==> src/rtl/lfsr_index_finder.sv <==
// lfsr_index_finder
//   Searches the 8-bit Fibonacci LFSR sequence for the first step index that
//   produces a given target value. The tap derivation and the sequence match
//   the companion generator: start from SEED, shift left, and feed back
//   lfsr[tap0] ^ lfsr[tap1] into bit 0.
//
// Ports
//   wb_clk_i   in   1  clock, rising edge
//   wb_rst_i   in   1  asynchronous active-high reset
//   start      in   1  search request, only honoured in IDLE
//   tap_mask   in   8  tap-select bits, latched when start is accepted
//   target     in   8  value to locate, latched when start is accepted
//   busy       out  1  high from LOAD through SEARCH
//   done       out  1  one-cycle pulse in DONE
//   found      out  1  result flag, valid from DONE until the next accept
//   index      out  8  step index of the first match, 8'hFF on a miss
//   tap0       out  3  tap index in use
//   tap1       out  3  tap index in use
//
// state  | meaning
// -------+------------------------------------------------------------
// IDLE   | waiting for start; inputs latched on the accepting edge
// LOAD   | seed the LFSR, clear counters, restore default taps
// TAPS   | 8 cycles, scan tap_mask bit i for the first two set bits
// SEARCH | compare lfsr with target, then step; give up after j==255
// DONE   | one-cycle done pulse, result already latched

module lfsr_index_finder #(
  parameter int                DWIDTH = 8,
  parameter logic [DWIDTH-1:0] SEED   = 8'h01
) (
  input  logic              wb_clk_i,
  input  logic              wb_rst_i,
  input  logic              start,
  input  logic [7:0]        tap_mask,
  input  logic [DWIDTH-1:0] target,
  output logic              busy,
  output logic              done,
  output logic              found,
  output logic [7:0]        index,
  output logic [2:0]        tap0,
  output logic [2:0]        tap1
);

  localparam logic [2:0] S_IDLE   = 3'd0;
  localparam logic [2:0] S_LOAD   = 3'd1;
  localparam logic [2:0] S_TAPS   = 3'd2;
  localparam logic [2:0] S_SEARCH = 3'd3;
  localparam logic [2:0] S_DONE   = 3'd4;

  logic [2:0]        r_state;
  logic [7:0]        r_mask;
  logic [DWIDTH-1:0] r_target;
  logic [DWIDTH-1:0] r_lfsr;
  logic [7:0]        r_j;
  logic [2:0]        r_i;
  logic [1:0]        r_tap_cnt;
  logic [2:0]        r_tap0;
  logic [2:0]        r_tap1;
  logic              r_busy;
  logic              r_done;
  logic              r_found;
  logic [7:0]        r_index;
  logic              w_feedback;

  assign w_feedback = r_lfsr[r_tap0] ^ r_lfsr[r_tap1];

  always_ff @(posedge wb_clk_i or posedge wb_rst_i) begin
    if (wb_rst_i) begin
      r_state   <= S_IDLE;
      r_mask    <= '0;
      r_target  <= '0;
      r_lfsr    <= SEED;
      r_j       <= '0;
      r_i       <= '0;
      r_tap_cnt <= '0;
      r_tap0    <= 3'd1;
      r_tap1    <= 3'd0;
      r_busy    <= 1'b0;
      r_done    <= 1'b0;
      r_found   <= 1'b0;
      r_index   <= 8'hFF;
    end else begin
      case (r_state)
        S_IDLE: begin
          if (start) begin
            r_state  <= S_LOAD;
            r_mask   <= tap_mask;
            r_target <= target;
            r_found  <= 1'b0;
            r_index  <= 8'hFF;
            r_busy   <= 1'b1;
          end
        end
        S_LOAD: begin
          r_lfsr    <= SEED;
          r_j       <= '0;
          r_i       <= '0;
          r_tap0    <= 3'd1;
          r_tap1    <= 3'd0;
          r_tap_cnt <= '0;
          r_state   <= S_TAPS;
        end
        S_TAPS: begin
          // only the first two set bits select taps; later ones are ignored
          if (r_mask[r_i]) begin
            if (r_tap_cnt == 2'd0) begin
              r_tap0    <= r_i;
              r_tap_cnt <= 2'd1;
            end else if (r_tap_cnt == 2'd1) begin
              r_tap1    <= r_i;
              r_tap_cnt <= 2'd2;
            end
          end
          if (r_i == 3'd7) begin
            r_state <= S_SEARCH;
          end else begin
            r_i <= r_i + 3'd1;
          end
        end
        S_SEARCH: begin
          if (r_lfsr == r_target) begin
            r_index <= r_j;
            r_found <= 1'b1;
            r_busy  <= 1'b0;
            r_done  <= 1'b1;
            r_state <= S_DONE;
          end else if (r_j == 8'hFF) begin
            // the j bound also covers a lock-up at all zeros
            r_index <= 8'hFF;
            r_found <= 1'b0;
            r_busy  <= 1'b0;
            r_done  <= 1'b1;
            r_state <= S_DONE;
          end else begin
            r_lfsr <= {r_lfsr[DWIDTH-2:0], w_feedback};
            r_j    <= r_j + 8'd1;
          end
        end
        S_DONE: begin
          r_done  <= 1'b0;
          r_state <= S_IDLE;
        end
        default: begin
          r_state <= S_IDLE;
          r_busy  <= 1'b0;
          r_done  <= 1'b0;
        end
      endcase
    end
  end

  assign busy  = r_busy;
  assign done  = r_done;
  assign found = r_found;
  assign index = r_index;
  assign tap0  = r_tap0;
  assign tap1  = r_tap1;

endmodule

==> config.mk <==
export PLATFORM = sky130hd
export DESIGN_NAME = lfsr_index_finder
export DESIGN_NICKNAME = d
export VERILOG_FILES = /design/src/rtl/lfsr_index_finder.sv
export SDC_FILE = /design/constraint.sdc
export NUM_CORES = 1
export LEC_CHECK = 0
export CORE_ASPECT_RATIO = 1.5
export CORE_MARGIN = 2
export CORE_UTILIZATION = 30
export CTS_CLUSTER_DIAMETER = 200
export DETAILED_ROUTE_END_ITERATION = 8
export DONT_BUFFER_PORTS = 1
export PLACE_DENSITY_LB_ADDON = 0.2
export SYNTH_ARGS = -nofsm -noshare
export SYNTH_HDL_FRONTEND = slang
export SYNTH_SLANG_ARGS = --single-unit
export TNS_END_PERCENT = 5
==> constraint.sdc <==
create_clock -name wb_clk_i -period 2.7 [get_ports wb_clk_i]
set_clock_uncertainty 0.05 [all_clocks]
set_input_delay 0.675 -clock wb_clk_i [delete_from_list [all_inputs] [get_ports wb_clk_i]]
set_output_delay 0.675 -clock wb_clk_i [all_outputs]
set_load 0.02 [all_outputs]
# --- After elaboration in Yosys (flattened, before gate mapping) ---
# Cells that the tools add are included.
totals:
  register_bits: 57
  latchBits: 0
  ram_bits: 0
  romBits: 0
  in_bits: 19
  out_inout_bits: 17
  wordCells: 101
  memories: 0
op_classes:
  n_addsub: 2
  n_mul: 0
  div: 0
  n_lt_le_gt_ge: 3
  eq_ne: 19
  shifts: 0
  n_mux: 44
  bitwise_logic: 3
  n_reduce_logical: 17
op_table:
  columns: ["cell", "count"]
  rows:
  - ["two-way mux 8 bit", 7]
  - ["one-hot mux 8 bit (2 select lines)", 3]
  - ["two-way mux 3 bit", 10]
  - ["!= test 2 bit (second input constant)", 9]
  - ["one-hot mux 3 bit (2 select lines)", 3]
  - ["AND reduction 3 bit", 6]
  - ["< comparator 3 x 4 -> 1 bit (second input constant)", 3]
  - ["one-hot mux 3 bit (4 select lines)", 1]
  - ["two-way mux 1 bit", 10]
  - ["binary-select mux 1 bit (select 3 bit)", 3]
  - ["adder 8 x 1 -> 8 bit (second input constant)", 1]
  - ["== test 8 bit", 1]
  - ["== test 8 bit (second input constant)", 1]
  - ["== test 3 x 2 -> 1 bit (second input constant)", 2]
  - ["== test 3 bit (second input constant)", 2]
  - ["two-way mux 2 bit", 3]
  - ["!= test 3 bit (second input constant)", 2]
  - ["AND reduction 2 bit", 3]
  - ["nonzero test 2 bit", 3]
  - ["OR reduction 3 bit", 2]
  - ["one-hot mux 1 bit (2 select lines)", 2]
  - ["one-hot mux 2 bit (2 select lines)", 1]
  - ["AND reduction 4 bit", 1]
  - ["adder 3 x 1 -> 3 bit (second input constant)", 1]
  - ["other kinds (7)", 8]

# --- Logic depth before layout (Yosys ltp) ---
# Gate-level depths: netlist of the first run.
depth:
  depth_word: 6
  depth_mapped: 7
  ltp_nobuf: 6

# --- Worst setup path after synthesis of the first run ---
# No wires, ideal clock.
synth_timing:
  path_kind: "in2reg"
  startpoint: "input port start"
  endpoint: "register r_mask[0]"
  setup_time_ns: 0.128
  arrival_time_ns: 1.640
  required_ns: 2.522
  slack_ns: 0.882
  cell_stages: 3
  path_buffers: 1
  path_cell_list: "nor4b_4 -> buf_2 -> mux2_1"
synth_via:
  elab_chain_cells: 1
synth_rtl:
  columns: ["element", "line_no", "rtl"]
  rows:
  - ["start: declaration", "34", "input logic start,"]
  - ["AND reduction 2 bit (no line)", null, null]
  - ["end signal: assignment", "88", "r_mask <= tap_mask;"]
  - ["end: declaration", "52", "logic [7:0] r_mask;"]
# Every way passes these cells.
# A chain may end at the register's enable or synchronous reset.

# --- Worst setup path in the final report of the first run ---
layout_timing:
  startpoint: "register r_j[0]"
  endpoint: "register r_lfsr[0]"
layout_via:
  elab_chain_cells: 3
layout_rtl:
  columns: ["element", "line_no", "rtl"]
  rows:
  - ["start: declaration", "55", "logic [7:0] r_j;"]
  - ["start signal: assignment", "137", "r_j <= r_j + 8'd1;"]
  - ["== test 8 bit", "128", "end else if (r_j == 8'hFF) begin"]
  - ["!= test 2 bit (no line)", null, null]
  - ["AND reduction 3 bit (no line)", null, null]
  - ["end signal: assignment", "136", "r_lfsr <= {r_lfsr[DWIDTH-2:0], w_feedback};"]
  - ["end: declaration", "54", "logic [DWIDTH-1:0] r_lfsr;"]
# Every way passes these cells.

==> results.md, run 1 <==
- Met1 Usage GRT: 15.8%
- Slew headroom: between 40% and 50%
- Ant diodes: 0
- Area growth syn-to-layout: 14.2%
- Tcrit/Tclk final: 82.0%
- First-pass GRT wire length: approximately 11,000 um
- Area leader, netlist: dfrtp_1
- CTS max path bufs: 2
- VDD IR max: about 0.00043 V
- Starting Density: between 30 and 40%
- # fillers: slightly above 900
- Post-route setup slack: between 0.4 and 0.5 ns
- Critical path class: reg -> reg
- Post-synthesis register bit count: 57
- Core Util, Final: approximately a third
- CTS tree: done
- WL/cell: roughly 17 um
- GRT met3 Usage: around 4.6%
- Sequential-to-total area share from yosys stat: about half
- Total GRT Usage: around an eighth
- P_leak: around 1.4 nW
- Post-DP HPWL: between 4000 and 5000 um
- Reg2Reg Setup Slack: slightly below 0.5 ns
- Vias: between 1,500 and 2,000
- Fin crit period: between 2 and 2.5 ns
- Crit path launch type: register
- Setup TNS: 0 ns
- Vias in the first global route: 2,040
- Total gr overflow: 0
- Total die area: 10,200 um^2
- Endpoints failing hold: 0
- Maxcap violations: 0
- H-tree depth: 3
- Placed cells: ~340
- Layout cells sized above 1: roughly 17%
- RD Place Congestion: around 0.80
- # hold bufs at CTS: 0
- Yosys top cell area share: between 40% and 50%
- Num rows: 43
- F_max: between 400 and 500 MHz
- Final wirelength: slightly above 6000 um
- Die X: about 83 um
- P per Cell Area: about 1300 nW/um^2
- Worst EP arrival: 2.41 ns
- Initial antenna violation count: 0
- Outcome: complete, no violations
- Die Ht: around 120 um
- Power Total: roughly 0.0042 W
- 1st-iter DRT viols: 95
- Synth Instances: between 200 and 250
- Clock Sinks: between 50 and 60
- Final Max Tran Viols: 0
- Yosys cell types: 41
- Non-filler cells, final: 360
- Core box area: between 9000 and 10,000 um^2
- CP Data Required Time: 2.89 ns
- DP Worst Slack: approximately 0.47 ns
- Slew @ Worst Pin: ~0.77 ns
- Synth area leaders: dfrtp_1 (42%), dfstp_2 (9.3%), mux2_1 (8.4%), mux2i_1 (6.4%), nand2_1 (4.0%)
- Initial DRT Pass Iterations: 4
- DR DRC count: 0
- Clock slew seen by the registers of the worst setup and hold paths: about 0.05 ns
- CTS Buf Count: 9
- Setup Buffers After CTS: 0
- Unrepaired setup endpoints after global routing: false
- Mapped Avg Cell Area: roughly 12 um^2
- Post_cts resized: 0
- Final ANT Viol Nets: 0
- Port bufs: 0
- Worst skew pair latency: between 0.3 and 0.4 ns
- I/O pins: 36
- Nets: roughly 270
- Synth Warn #: 0
- Syn Std Cell Area: about 2800 um^2
- Worst Path Max Fanout: 11
- Vias/cell: 5.20
- Largest net degree at the start of global routing: between 50 and 60
- # setup viols final: 0
- Crit. End Element: register
- Clock Tree Root: clkbuf_16
- Hold Path Class: in -> async
- Met2 Use GR: a little over a fifth
- Synthesized netlist net count: approximately 260
- Gr busiest metal: met2
-- registers in the layout, summed over array words and instances (netlist names), 2 cells and up --
register,flops
index,8
r_i,3
r_j,8
r_lfsr,8
r_mask,8
r_state,3
r_tap_cnt,2
r_target,8
tap0,3
tap1,3
-- worst paths after layout --
path,depth (start not counted),from,endpoint
min,2,wb_rst_i,r_mask[4]$_DFFE_PP0P_
max,7,r_j[0]$_DFFE_PP0P_,r_lfsr[0]$_DFFE_PP1P_
max in group asynchronous,2,wb_rst_i,r_lfsr[0]$_DFFE_PP1P_
min in group wb_clk_i,1,r_mask[5]$_DFFE_PP0P_,r_mask[5]$_DFFE_PP0P_
max reg2reg,7,r_j[0]$_DFFE_PP0P_,r_lfsr[0]$_DFFE_PP1P_
min reg2reg,1,r_mask[5]$_DFFE_PP0P_,r_mask[5]$_DFFE_PP0P_
-- cell usage after synthesis --
cell type / n
dfrtp_1: 47
nand2_1: 30
mux2_1: 21
mux2i_1: 18
dfstp_2: 10
inv_1: 10
a21oi_1: 9
xnor2_1: 9
o32a_1: 8
nor2_1: 7
o21ai_1: 6
buf_2: 5
clkbuf_1: 5
o22ai_1: 5
mux4_2: 4
nand3_1: 4
o21ai_0: 4
a211oi_1: 3
buf_4: 3
ha_1: 3
mux2_2: 3
nand4_1: 3
and4_1: 2
nor2b_1: 2
o31ai_1: 2
or4_1: 2
a21o_1: 1
a21oi_2: 1
a41oi_1: 1
and2_1: 1
and3_1: 1
inv_2: 1
nand3_2: 1
nor3_1: 1
nor3b_1: 1
nor3b_4: 1
nor4b_4: 1
o311ai_0: 1
o311ai_1: 1
o311ai_2: 1
or3_1: 1
-- kinds of logic after synthesis --
| group | count (synthesis) | share of synthesized area, % |
|---|---|---|
| adder cells (fa/ha/maj) | 3 | 1.33 |
| buffers and inverters | 24 | 3.83 |
| XOR/XNOR | 9 | 2.80 |
| multiplexers | 46 | 19.2 |
| AND/OR/NAND/NOR | 58 | 10.9 |
| AO/OA/AOI/OAI | 43 | 10.8 |
| flip-flops | 57 | 51.2 |
-- cells in the final DEF, fill, tap and decap left out, types with 2 or more instances in the layout --
master and instances:
o21ai_0 4, o22ai_1 5, nand2_1 30, o31ai_1 2
clkbuf_1 2, a211oi_1 3, dfstp_2 10, clkbuf_8 2
and4_1 2, clkinv_2 3, dfrtp_1 47, mux2i_1 18
mux2_1 21, inv_1 9, inv_2 2, nor2_1 7
or4_1 2, mux4_2 4, nand4_1 3, o32a_1 8
ha_1 3, clkbuf_16 9, nor2b_1 2, nand3_1 4
mux2_2 3, xnor2_1 9, buf_4 4, a21oi_1 9
o21ai_1 6
-- worst max-delay path, stage by stage (launching register included) --
cell and delay [ns]:
dfrtp_1 0.42, ha_1 0.25, nand3_1 0.13, nor2_1 0.08
nand3_1 0.18, nor3b_4 0.55, buf_4 0.26, mux2i_1 0.21
-- layout make-up --
cell class,instances,area [um^2],area share [%]
sequential,57,1440,44.8
timing repair buffer,5,50.0,1.56
tap,112,140,4.36
clock buffer,13,260,8.10
inverter,11,41.3,1.29
multi-input combinational,159,1270,39.4
clock inverter,3,15.0,0.467
-- metrics by stage --
step                hold WS, ns  instance area (um^2)
global route              0.256                  3210
finish                    0.233                  3210
floorplan                 0.400                  2810
CTS                       0.248                  3210
global placement          0.415                  2940
detailed placement        0.421                  2940
-- power by group --
| part | internal (W) | switching, W | leakage, nW |
|---|---|---|---|
| clock network | 0.000665 | 0.000373 | 0.139 |
| registers | 0.00130 | 0.000575 | 0.680 |
| logic | 0.000701 | 0.000621 | 0.581 |
| total | 0.00267 | 0.00157 | 1.40 |
-- per-layer routing --
| layer | up-vias | wire (um) |
|---|---|---|
| met4 | 0 | 123 |
| met1 | 953 | 2630 |
| met5 | - | 0 |
| met3 | 9 | 292 |
| li1 | 876 | - |
| met2 | 34 | 3050 |
No activity file was read; power rests on OpenSTA's default activity.
==> inputs of run 2 (changes only) <==
==> constraint.sdc (replaced) <==
create_clock -name wb_clk_i -period 1.9 [get_ports wb_clk_i]
set_clock_uncertainty 0.05 [all_clocks]
set_input_delay 0.475 -clock wb_clk_i [delete_from_list [all_inputs] [get_ports wb_clk_i]]
set_output_delay 0.475 -clock wb_clk_i [all_outputs]
set_load 0.02 [all_outputs]
==> run 2 against run 1 <==
Against the previous run:
- die area unchanged
- worst hold slack got worse by 0.23 ns
- non-clock buffer count is 23 higher
- power rose by 53%
- cell area increased by 7.7%
- maximum frequency up 25%
- sequential share of layout area is 3.2 points lower
- worst setup slack got worse by 0.36 ns
==> results.md, run 2 (synthesis results as in run 1) <==
- Met2 Wirelength: 3130 um (was 3050 um)
- Clock Sinks: 57 (unchanged)
- Worst EP arrival: 1.94 ns (was 2.41 ns)
- Crit. End Element: register (unchanged)
- Starting Density: 30.6% (unchanged)
- Clock Tree Root: clkbuf_16 (unchanged)
- Multi-input gate area: 1280 um^2 (was 1270 um^2)
- Setup TNS: 0 ns (unchanged)
- Largest net degree at the start of global routing: 38 (was 58)
- Total area of sequential cells: 1440 um^2 (about the same)
- Tcrit/Tclk final: 93.5% (was 82.0%)
- Post-DP HPWL: 4650 um (was 4220 um)
- Die Ht: 123 um (unchanged)
- WL/cell: 16.5 um (was 16.9 um)
- F_max: 563 MHz (was 451 MHz)
- Vias in the first global route: 2,126 (was 2,040)
- Unrepaired setup endpoints after global routing: false (unchanged)
- Total die area: 10,200 um^2 (unchanged)
- Num rows: 43 (unchanged)
- P per Cell Area: 1870 nW/um^2 (was 1320 nW/um^2)
- Initial antenna violation count: 0 (unchanged)
- Final wirelength: 6340 um (was 6100 um)
- Post-route setup slack: 0.124 ns (was 0.485 ns)
- Hold Path Class: in -> async (unchanged)
- Vias/cell: 5.02 (was 5.20)
- Top sig layer: met4 (unchanged)
- Die X: 83.1 um (unchanged)
- Final Max Tran Viols: 0 (unchanged)
- H-tree depth: 3 (unchanged)
- Crit path launch type: register (unchanged)
- Port bufs: 0 (unchanged)
- Total GRT Usage: 13.8% (was 13.3%)
- Worst skew pair latency: 0.33 ns (about the same)
- Critical path class: reg -> reg (unchanged)
- Final ANT Viol Nets: 0 (unchanged)
- DR DRC count: 0 (unchanged)
- Outcome: complete, no violations (unchanged)
- Commonest non-fill, non-tap cell in the layout: dfrtp_1 (unchanged)
- Total gr overflow: 0 (unchanged)
- RD Place Congestion: 0.763 (was 0.797)
- Met3 Wirelength: 492 um (was 292 um)
- CTS max path bufs: 2 (unchanged)
- # fillers: 907 (was 911)
- Initial DRT Pass Iterations: 4 (unchanged)
- Layout cells sized above 1: 27.3% (was 17.3%)
- Clock slew seen by the registers of the worst setup and hold paths: 0.05 ns (about the same)
- First-pass GRT wire length: 10,800 um (was 10,500 um)
- Nets: 288 (was 265)
- M1 WL: 2570 um (was 2630 um)
- Core box area: 9200 um^2 (unchanged)
- Maxcap violations: 0 (unchanged)
- Slew headroom: 66.8% (was 48.3%)
- Fin crit period: 1.78 ns (was 2.21 ns)
- Vias: 1,924 (was 1,872)
- P_leak: 1.52 nW (was 1.40 nW)
- I/O pins: 36 (unchanged)
- Area growth syn-to-layout: 23.0% (was 14.2%)
- DP Worst Slack: 0.0737 ns (was 0.470 ns)
- 1st-iter DRT viols: 99 (was 95)
- CTS tree: done (unchanged)
- CP Data Required Time: 2.06 ns (was 2.89 ns)
- CTS Buf Count: 9 (unchanged)
- Setup Buffers After CTS: 0 (unchanged)
- Endpoints failing hold: 0 (unchanged)
- Ant diodes: 0 (unchanged)
- # setup viols final: 0 (unchanged)
- Worst Path Max Fanout: 8 (was 11)
- VDD IR max: 0.000851 V (was 0.000429 V)
- Slew @ Worst Pin: 0.497 ns (was 0.773 ns)
- Commonest cells after routing, fill and taps aside: dfrtp_1 (46), nand2_1 (30), buf_4 (24) (was dfrtp_1 (47), nand2_1 (30), mux2_1 (21))
-- run 2: cell count changes in the layout (fill, tap and decap cells not counted), moves of 2 or more --
cell        previous run  this run
clkbuf_1               2         0
clkinvlp_4             0         2
buf_12                 1         3
nor2_2                 0         2
nor2_1                 7         5
buf_4                  4        24
-- run 2: critical path, stage by stage (launching register included) --
cell	delay (ns)
dfrtp_1	0.36
ha_1	0.22
nand3_2	0.10
nor2_2	0.16
nand3_1	0.13
nor3b_4	0.19
buf_12	0.15
mux2_1	0.30
-- run 2: stage by stage --
step                      utilization, %  hold WS (ns)  instances  cell area (um^2)  total power [W]
after global placement              34.1         0.351        367              3140          0.00484
after CTS                           37.3       0.00153        383              3430          0.00652
final                               37.6      0.000346        383              3460          0.00647
after global routing                37.6        0.0173        383              3460          0.00697
after floorplan                        -         0.400        240              2820          0.00410
after detailed placement            34.1         0.354        367              3140          0.00489
-- run 2: power by group --
| group | internal (W) | total (W) | switching [W] | leakage [nW] |
|---|---|---|---|---|
| sequential | 0.00186 | 0.00255 | 0.000692 | 0.679 |
| clock | 0.00104 | 0.00158 | 0.000544 | 0.148 |
| combinational | 0.00125 | 0.00233 | 0.00109 | 0.697 |
-- run 2: repair_timing --
action	in CTS	in global routing
hold buffers	0	0
gates resized for setup	0	7
setup endpoints to repair	0	19
-- run 2: layout make-up --
cell class | count | share of cell area [%]
Sequential cell | 57 | 41.6
Clock inverter | 6 | 1.66
Inverter | 11 | 1.30
Timing Repair Buffer | 28 | 7.27
Clock buffer | 10 | 6.91
Tap cell | 112 | 4.05
Multi-Input combinational cell | 159 | 37.2
-- run 2: per-layer routing --
layer / vias up / track usage, %
met2: 46 / 22.4
met3: 11 / 6.25
met5: - / 0
met4: 0 / 6.56
met1: 943 / 15.5
li1: 924 / -
-- run 2: final timing paths --
check,start,endpoint,slack (ns),cells after the start
max,r_j[0]$_DFFE_PP0P_,r_lfsr[2]$_DFFE_PP0P_,0.12,7
min,wb_rst_i,r_target[0]$_DFFE_PP0P_,0.0003,1
max reg2reg,r_j[0]$_DFFE_PP0P_,r_lfsr[2]$_DFFE_PP0P_,0.12,7
min reg2reg,r_mask[2]$_DFFE_PP0P_,r_mask[2]$_DFFE_PP0P_,0.43,1
max in group asynchronous,wb_rst_i,r_lfsr[0]$_DFFE_PP1P_,1.20,2
min in group wb_clk_i,target[0],r_target[0]$_DFFE_PP0P_,0.23,1
